<file path="src/rtl/stream_arbiter_pkg.sv">
// Shared types and helpers for the packet-aware round-robin stream arbiter.
// The optional per-port packet counters are enabled by STREAM_ARBITER_STATS_EN.
package stream_arbiter_pkg;

   typedef enum logic {
      IDLE = 1'b0,
      LOCK = 1'b1
   } state_e;

   localparam int STATS_CNT_W = 16;
   localparam int MAX_N       = 16;
   localparam int MAX_SW      = 4;

   // Scan upward from last_gnt+1, wrapping at n (not at a power of two).
   function automatic logic [MAX_SW-1:0] rr_pick(input logic [MAX_N-1:0] req,
                                                 input logic [MAX_SW-1:0] last_gnt,
                                                 input int n);
      logic [MAX_SW-1:0] pick;
      logic              found;
      int                idx;
      pick  = '0;
      found = 1'b0;
      for (int i = 1; i <= MAX_N; i++) begin
         idx = (int'(last_gnt) + i) % n;
         if (i <= n && !found && req[idx]) begin
            pick  = MAX_SW'(idx);
            found = 1'b1;
         end
      end
      return pick;
   endfunction

endpackage

</file>
<file path="src/rtl/stream_rr_picker.sv">
// Combinational next-grant selector: first requester after last_gnt, modulo N.
module stream_rr_picker
   import stream_arbiter_pkg::*;
#(
   parameter int N  = 4,
   parameter int SW = $clog2(N)
) (
   input  logic [N-1:0]  req_i,
   input  logic [SW-1:0] last_gnt_i,
   output logic [SW-1:0] gnt_o,
   output logic          gnt_valid_o
);

   assign gnt_o       = SW'(rr_pick(MAX_N'(req_i), MAX_SW'(last_gnt_i), N));
   assign gnt_valid_o = |req_i;

endmodule

</file>
<file path="src/rtl/stream_arbiter_rr.sv">
// Round-robin arbiter sharing one registered output stream between N packet sources.
// Define STREAM_ARBITER_STATS_EN to add per-port completed-packet counters (pkt_cnt_o).
module stream_arbiter_rr
   import stream_arbiter_pkg::*;
#(
   parameter int N  = 4,
   parameter int DW = 48,
   parameter int SW = $clog2(N)
) (
   input  logic            clk,
   input  logic            rst_n,
   input  logic [N*DW-1:0] s_data_i,
   input  logic [N-1:0]    s_valid_i,
   input  logic [N-1:0]    s_last_i,
   output logic [N-1:0]    s_ready_o,
   output logic [DW-1:0]   m_data_o,
   output logic            m_valid_o,
   output logic            m_last_o,
   output logic [SW-1:0]   m_sel_o,
   input  logic            m_ready_i,
   output logic            busy_o
`ifdef STREAM_ARBITER_STATS_EN
   ,
   output logic [N*STATS_CNT_W-1:0] pkt_cnt_o
`endif
);

   state_e        state_q, state_d;
   logic [SW-1:0] grant_q, grant_d;
   logic [SW-1:0] last_gnt_q, last_gnt_d;
   logic [SW-1:0] m_sel_q, m_sel_d;
   logic [DW-1:0] m_data_q, m_data_d;
   logic          m_valid_q, m_valid_d;
   logic          m_last_q, m_last_d;

   logic [SW-1:0] pick;
   logic          pick_valid;
   logic [N-1:0]  s_ready;
   logic          accept;

   stream_rr_picker #(
      .N  (N),
      .SW (SW)
   ) u_picker (
      .req_i       (s_valid_i),
      .last_gnt_i  (last_gnt_q),
      .gnt_o       (pick),
      .gnt_valid_o (pick_valid)
   );

   always_comb begin
      state_d    = state_q;
      grant_d    = grant_q;
      last_gnt_d = last_gnt_q;
      s_ready    = '0;
      accept     = 1'b0;
      case (state_q)
         IDLE: begin
            if (pick_valid) begin
               grant_d    = pick;
               last_gnt_d = pick;
               state_d    = LOCK;
            end
         end
         LOCK: begin
            // The single output slot may refill in the same cycle it drains.
            s_ready[grant_q] = !m_valid_q || m_ready_i;
            accept           = s_valid_i[grant_q] && s_ready[grant_q];
            if (accept && s_last_i[grant_q]) state_d = IDLE;
         end
         default: state_d = IDLE;
      endcase
   end

   always_comb begin
      m_data_d  = m_data_q;
      m_valid_d = m_valid_q;
      m_last_d  = m_last_q;
      m_sel_d   = m_sel_q;
      if (accept) begin
         m_data_d  = s_data_i[DW*grant_q +: DW];
         m_last_d  = s_last_i[grant_q];
         m_sel_d   = grant_q;
         m_valid_d = 1'b1;
      end else if (m_ready_i) begin
         m_valid_d = 1'b0;
      end
   end

   always_ff @(posedge clk or negedge rst_n) begin
      if (!rst_n) begin
         state_q    <= IDLE;
         grant_q    <= '0;
         last_gnt_q <= SW'(N-1);
         m_data_q   <= '0;
         m_valid_q  <= 1'b0;
         m_last_q   <= 1'b0;
         m_sel_q    <= '0;
      end else begin
         state_q    <= state_d;
         grant_q    <= grant_d;
         last_gnt_q <= last_gnt_d;
         m_data_q   <= m_data_d;
         m_valid_q  <= m_valid_d;
         m_last_q   <= m_last_d;
         m_sel_q    <= m_sel_d;
      end
   end

   assign s_ready_o = s_ready;
   assign m_data_o  = m_data_q;
   assign m_valid_o = m_valid_q;
   assign m_last_o  = m_last_q;
   assign m_sel_o   = m_sel_q;
   assign busy_o    = (state_q == LOCK);

`ifdef STREAM_ARBITER_STATS_EN
   logic [N-1:0][STATS_CNT_W-1:0] cnt_q, cnt_d;

   always_comb begin
      cnt_d = cnt_q;
      for (int k = 0; k < N; k++) begin
         if (accept && s_last_i[k] && grant_q == SW'(k)) cnt_d[k] = cnt_q[k] + 1'b1;
      end
   end

   always_ff @(posedge clk or negedge rst_n) begin
      if (!rst_n) cnt_q <= '0;
      else        cnt_q <= cnt_d;
   end

   assign pkt_cnt_o = cnt_q;
`endif

endmodule

</file>
<file path="config.mk">
export PLATFORM = sky130hd
export DESIGN_NAME = stream_arbiter_rr
export DESIGN_NICKNAME = d
export VERILOG_FILES = /design/src/rtl/stream_arbiter_pkg.sv /design/src/rtl/stream_rr_picker.sv /design/src/rtl/stream_arbiter_rr.sv
export SDC_FILE = /design/constraint.sdc
export NUM_CORES = 1
export LEC_CHECK = 0
export ABC_AREA = 1
export BUFFER_PORTS_ARGS = -buffer_cell sky130_fd_sc_hd__buf_2
export CAP_MARGIN = 20
export CORE_MARGIN = 5
export CORE_UTILIZATION = 43
export CTS_CLUSTER_DIAMETER = 30
export DETAILED_ROUTE_END_ITERATION = 16
export PLACE_DENSITY_LB_ADDON = 0.1
export SYNTH_ARGS = -nofsm -noshare
export SYNTH_HDL_FRONTEND = slang
export SYNTH_SLANG_ARGS = --single-unit
</file>
<file path="constraint.sdc">
create_clock -name clk -period 1.69 [get_ports clk]
set_input_delay 0.169 -clock clk [delete_from_list [all_inputs] [get_ports clk]]
set_output_delay 0.169 -clock clk [all_outputs]
set_load 0.01 [all_outputs]
</file>
==> impl_metrics.yaml, run 1 <==
outcome:
  run_status: "finished, final reports clean"
clocking:
  clk_path_buf_depth: 2
  clock_sink_count: 57
  clk_latency_ps: 340
  clockRootBuffer: "clkbuf_8"
  cts_buffers: 9
  cts.reportedPaths.clkPinSlew_ps: 70
  cts_htree_levels: 3
  cts_tree: "done"
floorplanning:
  initial_core_util: 0.440
  die_height_um: 105
  dieArea_um2: 10900
  die_w_um: 105
  coreArea_um2: 8720
  num_rows: 34
  num_io_pins: 260
power:
  power.density_nw_per_um2: 1920
  finalPower_w: 0.0107
  p_leak_nw: 3.08
  vdd_drop_max_mv: 1.09
worst_hold_path:
  holdCritPathClass: "in2reg"
final_layout:
  fin_nets: 994
  drive_gt1_frac: 0.403
  fill_cells: 810
  n_antenna_cell: 0
  fin_cells: 903
  seq_area_um2: 1430
  utilization: 0.639
  fin_area_um2: 5570
  multi_input_area_um2: 2120
  area_delta_synth_final_pct: 45.1
logic_synthesis:
  seq_area_frac_synth: 0.372
  synth_enable_flop_cells: 0
  synth_common_cells: "nand3_1, nand2_1, dfrtp_1"
  ys_ff_latch: 57
  syn-cell-area_um2: 3840
  syn_avg_cell_area_um2: 7.10
  synthArstFlopShare: 1.00
  ys_types: 24
  synth_top_cell_area_share: 0.358
  syn_inst: 541
  synthFlopType: "dfrtp_1"
  yosys.cell_count.top_type: "nand3_1"
  synthesis.nets: 744
  ys_warn_count: 0
  synth_area_leaders: "dfrtp_1, nand3_1, nand2_1, a22oi_1, buf_2"
  synth_top_area_cell: "dfrtp_1"
sta:
  finalSetupViolCount: 0
  worst_slack_ps: 27.4
  worst_pin_slew_ps: 571
  fmax_mhz: 601
  min_period_over_period: 0.984
  min_period_ps: 1660
  slew-limit-headroom: 0.619
  skew_ps: 10.3
  rsz0062_at_grt: "yes"
  hold_viol: 0
  maxSlewViolCount: 0
grt:
  grt_pass1_vias: 4819
  antenna_found_initial: 0
  grt_pass1_wl_mm: 22.6
  grt_max_degree: 56
  track_usage: 0.250
  gr-total-overflow: 0
setup_path:
  cp-start-kind: "flop"
  critPathRequiredTime_ps: 1520
  slowest_delay_ps: 540
  crit_fanout: 20
  path_class: "reg2out"
  path_cells: "buf_4 > nor3_1 > buf_2"
  worstSetupEndpointType: "output pin"
  slowest_stage: "dfrtp_4"
  crit_arrival_ps: 1490
run:
  maxCapViolations: 0
placement:
  gp_congestion: 0.841
  preCtsSetupSlack_ps: 81.6
  placed_area_um2: 5210
  dp.final_hpwl_mm: 10.9
  placed_cells: 877
  port_buffers: 259
detailed_routing:
  routed-via-count: 4902
  firstDrtPassIters: 5
  vias_per_cell: 5.43
  postRouteAntennaNets: 0
  post_drt_wl_per_cell_um: 16.2
  drc: 0
  routed_wl_mm: 14.6
  drt_iter0_markers: 231
==> cell usage in the layout, fill, tap and decap left out <==
cell type / Yosys / routed
nor4_1: 1 / 1
dfrtp_1: 55 / 53
clkbuf_16: 0 / 1
inv_1: 11 / 11
nand2_8: 0 / 1
o21ai_0: 3 / 2
inv_6: 0 / 1
nand2_1: 142 / 140
buf_2: 19 / 259
nand2_2: 0 / 2
buf_4: 4 / 22
clkinvlp_4: 0 / 1
nor3_2: 0 / 1
nand3_1: 205 / 205
dlygate4sd3_1: 0 / 1
o21ai_1: 2 / 3
buf_6: 5 / 1
clkbuf_8: 0 / 9
a22oi_2: 1 / 1
nor3_1: 2 / 1
inv_2: 3 / 3
dfrtp_4: 0 / 1
buf_12: 0 / 4
dfstp_2: 2 / 2
nand4_1: 3 / 3
nor2_4: 2 / 3
a22oi_1: 49 / 49
bufinv_16: 0 / 3
a31oi_1: 1 / 1
nor2_1: 7 / 5
o221ai_4: 1 / 1
clkinv_2: 0 / 2
nor2_2: 0 / 1
dfrtp_2: 0 / 1
==> stage by stage <==
step | hold WS (ps) | TNS (ps)
final | 8.34 | 0
after global routing | 13.3 | -186
after CTS | 1.13 | 0
after detailed placement | 200 | 0
after global placement | 184 | 0
after floorplan | -127 | 0
==> report_power, final <==
group	internal [W]	switching [W]
clock network	0.000965	0.000563
logic	0.00255	0.00415
registers	0.00206	0.000428
total	0.00558	0.00514
==> worst paths after layout <==
kind	end	startpoint	slack (ps)	depth (start not counted)
max reg2reg	m_data_o[37]	grant_q[0]	60	8
min in group asynchronous	grant_q[0]	rst_n	370	2
max in group asynchronous	m_data_o[38]	rst_n	760	3
max	s_ready_o[1]	grant_q[1]	30	3
min reg2reg	m_data_o[2]	m_data_o[2]	470	2
min	m_valid_o	m_ready_i	8	2
==> layout make-up <==
cell class              count  area share
multi-input cells         420       0.381
repair buffers            288       0.285
flip-flops and latches     57       0.257
clock inverters             6      0.0193
inverters                  15      0.0110
well taps                 108      0.0243
clock buffers               9      0.0222
==> registers in the layout (all words and copies together), names as in the netlist <==
signal      count
busy_o          1
grant_q         2
last_gnt_q      2
m_data_o       48
m_last_o        1
m_sel_o         2
m_valid_o       1
==> worst max-delay path: cells and delay by family (launching register included) <==
| family | cells | cell delay (ps) |
|---|---|---|
| buffers and inverters | 2 | 390 |
| DFF | 1 | 540 |
| and+or+nand+nor | 1 | 220 |
==> logic make-up after synthesis <==
| kind of cell | after synthesis | synth area share |
|---|---|---|
| AND/OR/NAND/NOR | 363 | 0.431 |
| buffers and inverters | 64 | 0.0831 |
| flip-flops | 57 | 0.372 |
| AO/OA/AOI/OAI | 57 | 0.114 |
==> metal layers <==
metal / vias to the layer above / wire length, um / share of wire / global-route usage
met5: - / 0 / 0 / 0
met4: 0 / 337 / 0.023 / 0.0999
met3: 30 / 1310 / 0.090 / 0.0714
met2: 234 / 7160 / 0.49 / 0.419
met1: 2243 / 5780 / 0.40 / 0.301
li1: 2395 / - / - / -
==> what timing repair did <==
action | CTS | global route
gates resized for setup | 0 | 8
setup endpoints to repair | 0 | 32
setup buffers | 0 | 9
hold buffers | 1 | 0
endpoints found under the hold margin | 18 | 0
No activity file was read; power rests on OpenSTA's default activity.
==> run 2: changes to the inputs <==
Settings changed: CORE_ASPECT_RATIO from default to 1.2.
==> run 2 against run 1 <==
  * Die area barely moved
  * Global-route usage rose by 0.95 points
  * Register-to-register slack barely moved
  * Critical path depth rose by 7
  * Non-clock buffer count fell by 5
  * Highest routed layer unchanged
  * Cell count rose by 0.55%
  * Combinational power fell by 2%
  * Via count rose by 0.73%
  * Total power fell by 0.35%
  * Setup slack improved by 38 ps
==> impl_metrics.yaml, run 2 (synthesis gave the netlist of run 1 again) <==
outcome:
  run_status: "finished, final reports clean"
detailed_routing:
  post_drt_wl_per_cell_um: 16.4
  met1_length_mm: 5.42
  top_layer_used: "met4"
  drc: 0
  wl_met3_mm: 1.49
  routed_wl_mm: 14.9
  drt_iter0_markers: 217
  vias_per_cell: 5.44
  firstDrtPassIters: 5
  routed-via-count: 4938
  postRouteAntennaNets: 0
  dr_wl_met2_mm: 7.64
floorplanning:
  die_height_um: 114
  dieArea_um2: 10900
  coreArea_um2: 8660
  num_io_pins: 260
  initial_core_util: 0.444
  num_rows: 37
  die_w_um: 96.3
setup_path:
  r2r_cells: 10
  worstSetupEndpointType: "flop"
  r2r_slack_ps: 70
  crit_arrival_ps: 1880
  critPathRequiredTime_ps: 1950
  rr_endpoint: "last_gnt_q[1]"
  path_class: "reg2reg"
  crit_fanout: 8
  cp-start-kind: "flop"
  rr_startpoint: "last_gnt_q[0]"
worst_hold_path:
  hp-start: "m_ready_i"
  whs_endpoint: "m_valid_o"
  holdCritPathClass: "in2reg"
  hold_depth: 2
sta:
  slew-limit-headroom: 0.646
  skew_ps: 9.15
  fmax_mhz: 616
  worst_pin_slew_ps: 532
  final.setup.tns_ps: 0
  min_period_ps: 1620
  min_period_over_period: 0.961
  hold_viol: 0
  maxSlewViolCount: 0
  rsz0062_at_grt: "yes"
  finalSetupViolCount: 0
final_layout:
  fill_cells: 797
  final_cell_mix: "buf_2, nand3_1, nand2_1"
  multi_input_area_um2: 2110
  n_antenna_cell: 0
  fin_nets: 989
  area_delta_synth_final_pct: 44.6
  largest_reg_flops: 48
  drive_gt1_frac: 0.399
  seq_area_um2: 1430
  layout_commonest_cell: "buf_2"
clocking:
  cts.reportedPaths.clkPinSlew_ps: 60
  clockRootBuffer: "clkbuf_8"
  cts_htree_levels: 3
  cts_buffers: 9
  clock_sink_count: 57
  cts_tree: "done"
  clk_latency_ps: 340
  clk_path_buf_depth: 2
grt:
  grt_max_degree: 50
  grt_pass1_wl_mm: 22.3
  track_usage: 0.259
  antenna_found_initial: 0
  gr-total-overflow: 0
  grt_pass1_vias: 4624
power:
  finalPower_w: 0.0107
  vdd_drop_max_mv: 1.20
  p_leak_nw: 3.07
  power.density_nw_per_um2: 1920
run:
  maxCapViolations: 0
placement:
  port_buffers: 259
  dp.final_hpwl_mm: 11.2
  gp_congestion: 0.917
==> run 2: changes by cell type in the layout (fill, tap and decap cells not counted), moves of 2 or more <==
cell	previous run	this run
o21ai_2	0	2
buf_4	22	17
o21ai_1	3	1
clkinv_2	2	0
clkbuf_8	9	11
==> run 2: routing by layer <==
metal  GRT usage  vias to the layer above
met5           0                        -
li1            -                     2386
met1       0.300                     2267
met2       0.458                      256
met3      0.0620                       29
met4      0.0920                        0
==> run 2: repair_timing <==
item                                    4_1_cts  5_1_grt
gates cloned                                  0        0
pin swaps                                     1        1
hold endpoints to repair                     19        0
buffers inserted                              3        2
hold buffers                                  1        0
gates resized for setup                       0        7
endpoints found under the setup margin        6       19
==> run 2: worst max-delay path by stage <==
stage	start	to	depth (start not counted)
global placement	grant_q[1]	busy_o	6
global route	last_gnt_q[0]	last_gnt_q[1]	10
CTS	grant_q[1]	busy_o	6
detailed placement	last_gnt_q[0]	grant_q[0]	11
finish	last_gnt_q[0]	last_gnt_q[1]	10
floorplan	m_valid_o	s_ready_o[0]	5
==> run 2: report_power, final <==
part | total, W | switching, W | leakage (nW) | internal [W]
Clock | 0.00161 | 0.000549 | 0.127 | 0.00106
Combinational | 0.00657 | 0.00413 | 2.24 | 0.00244
Sequential | 0.00250 | 0.000437 | 0.704 | 0.00206
Total | 0.0107 | 0.00511 | 3.07 | 0.00556
==> run 2: final cells by class <==
type | instances | share of cell area
repair buffers | 283 | 0.278
well taps | 117 | 0.0264
multi-input cells | 420 | 0.381
flip-flops and latches | 57 | 0.258
clock inverters | 4 | 0.0178
inverters | 15 | 0.0106
clock buffers | 12 | 0.0279
==> run 2: per-stage QoR <==
stage               hold slack (ps)  instance area [um2]  worst slack (ps)  utilization  std cells
floorplan                      -127                 3840               251            -        541
global placement                170                 5230               110        0.604        886
detailed placement              175                 5230             -20.8        0.604        886
CTS                            8.57                 5520              49.5        0.638        906
global route                   14.1                 5550             -58.4        0.641        908
finish                         18.6                 5550              65.5        0.641        908
==> run 2: critical path, cell delays in order (launching register included) <==
cell and delay, ps:
dfstp_2 570, inv_2 90, nand2_1 90, nand2_1 110, nand2_2 110, nand2_1 80, nor2_2 130, nand3_1 110
nand3_1 100, nand2_1 90, o21ai_2 90
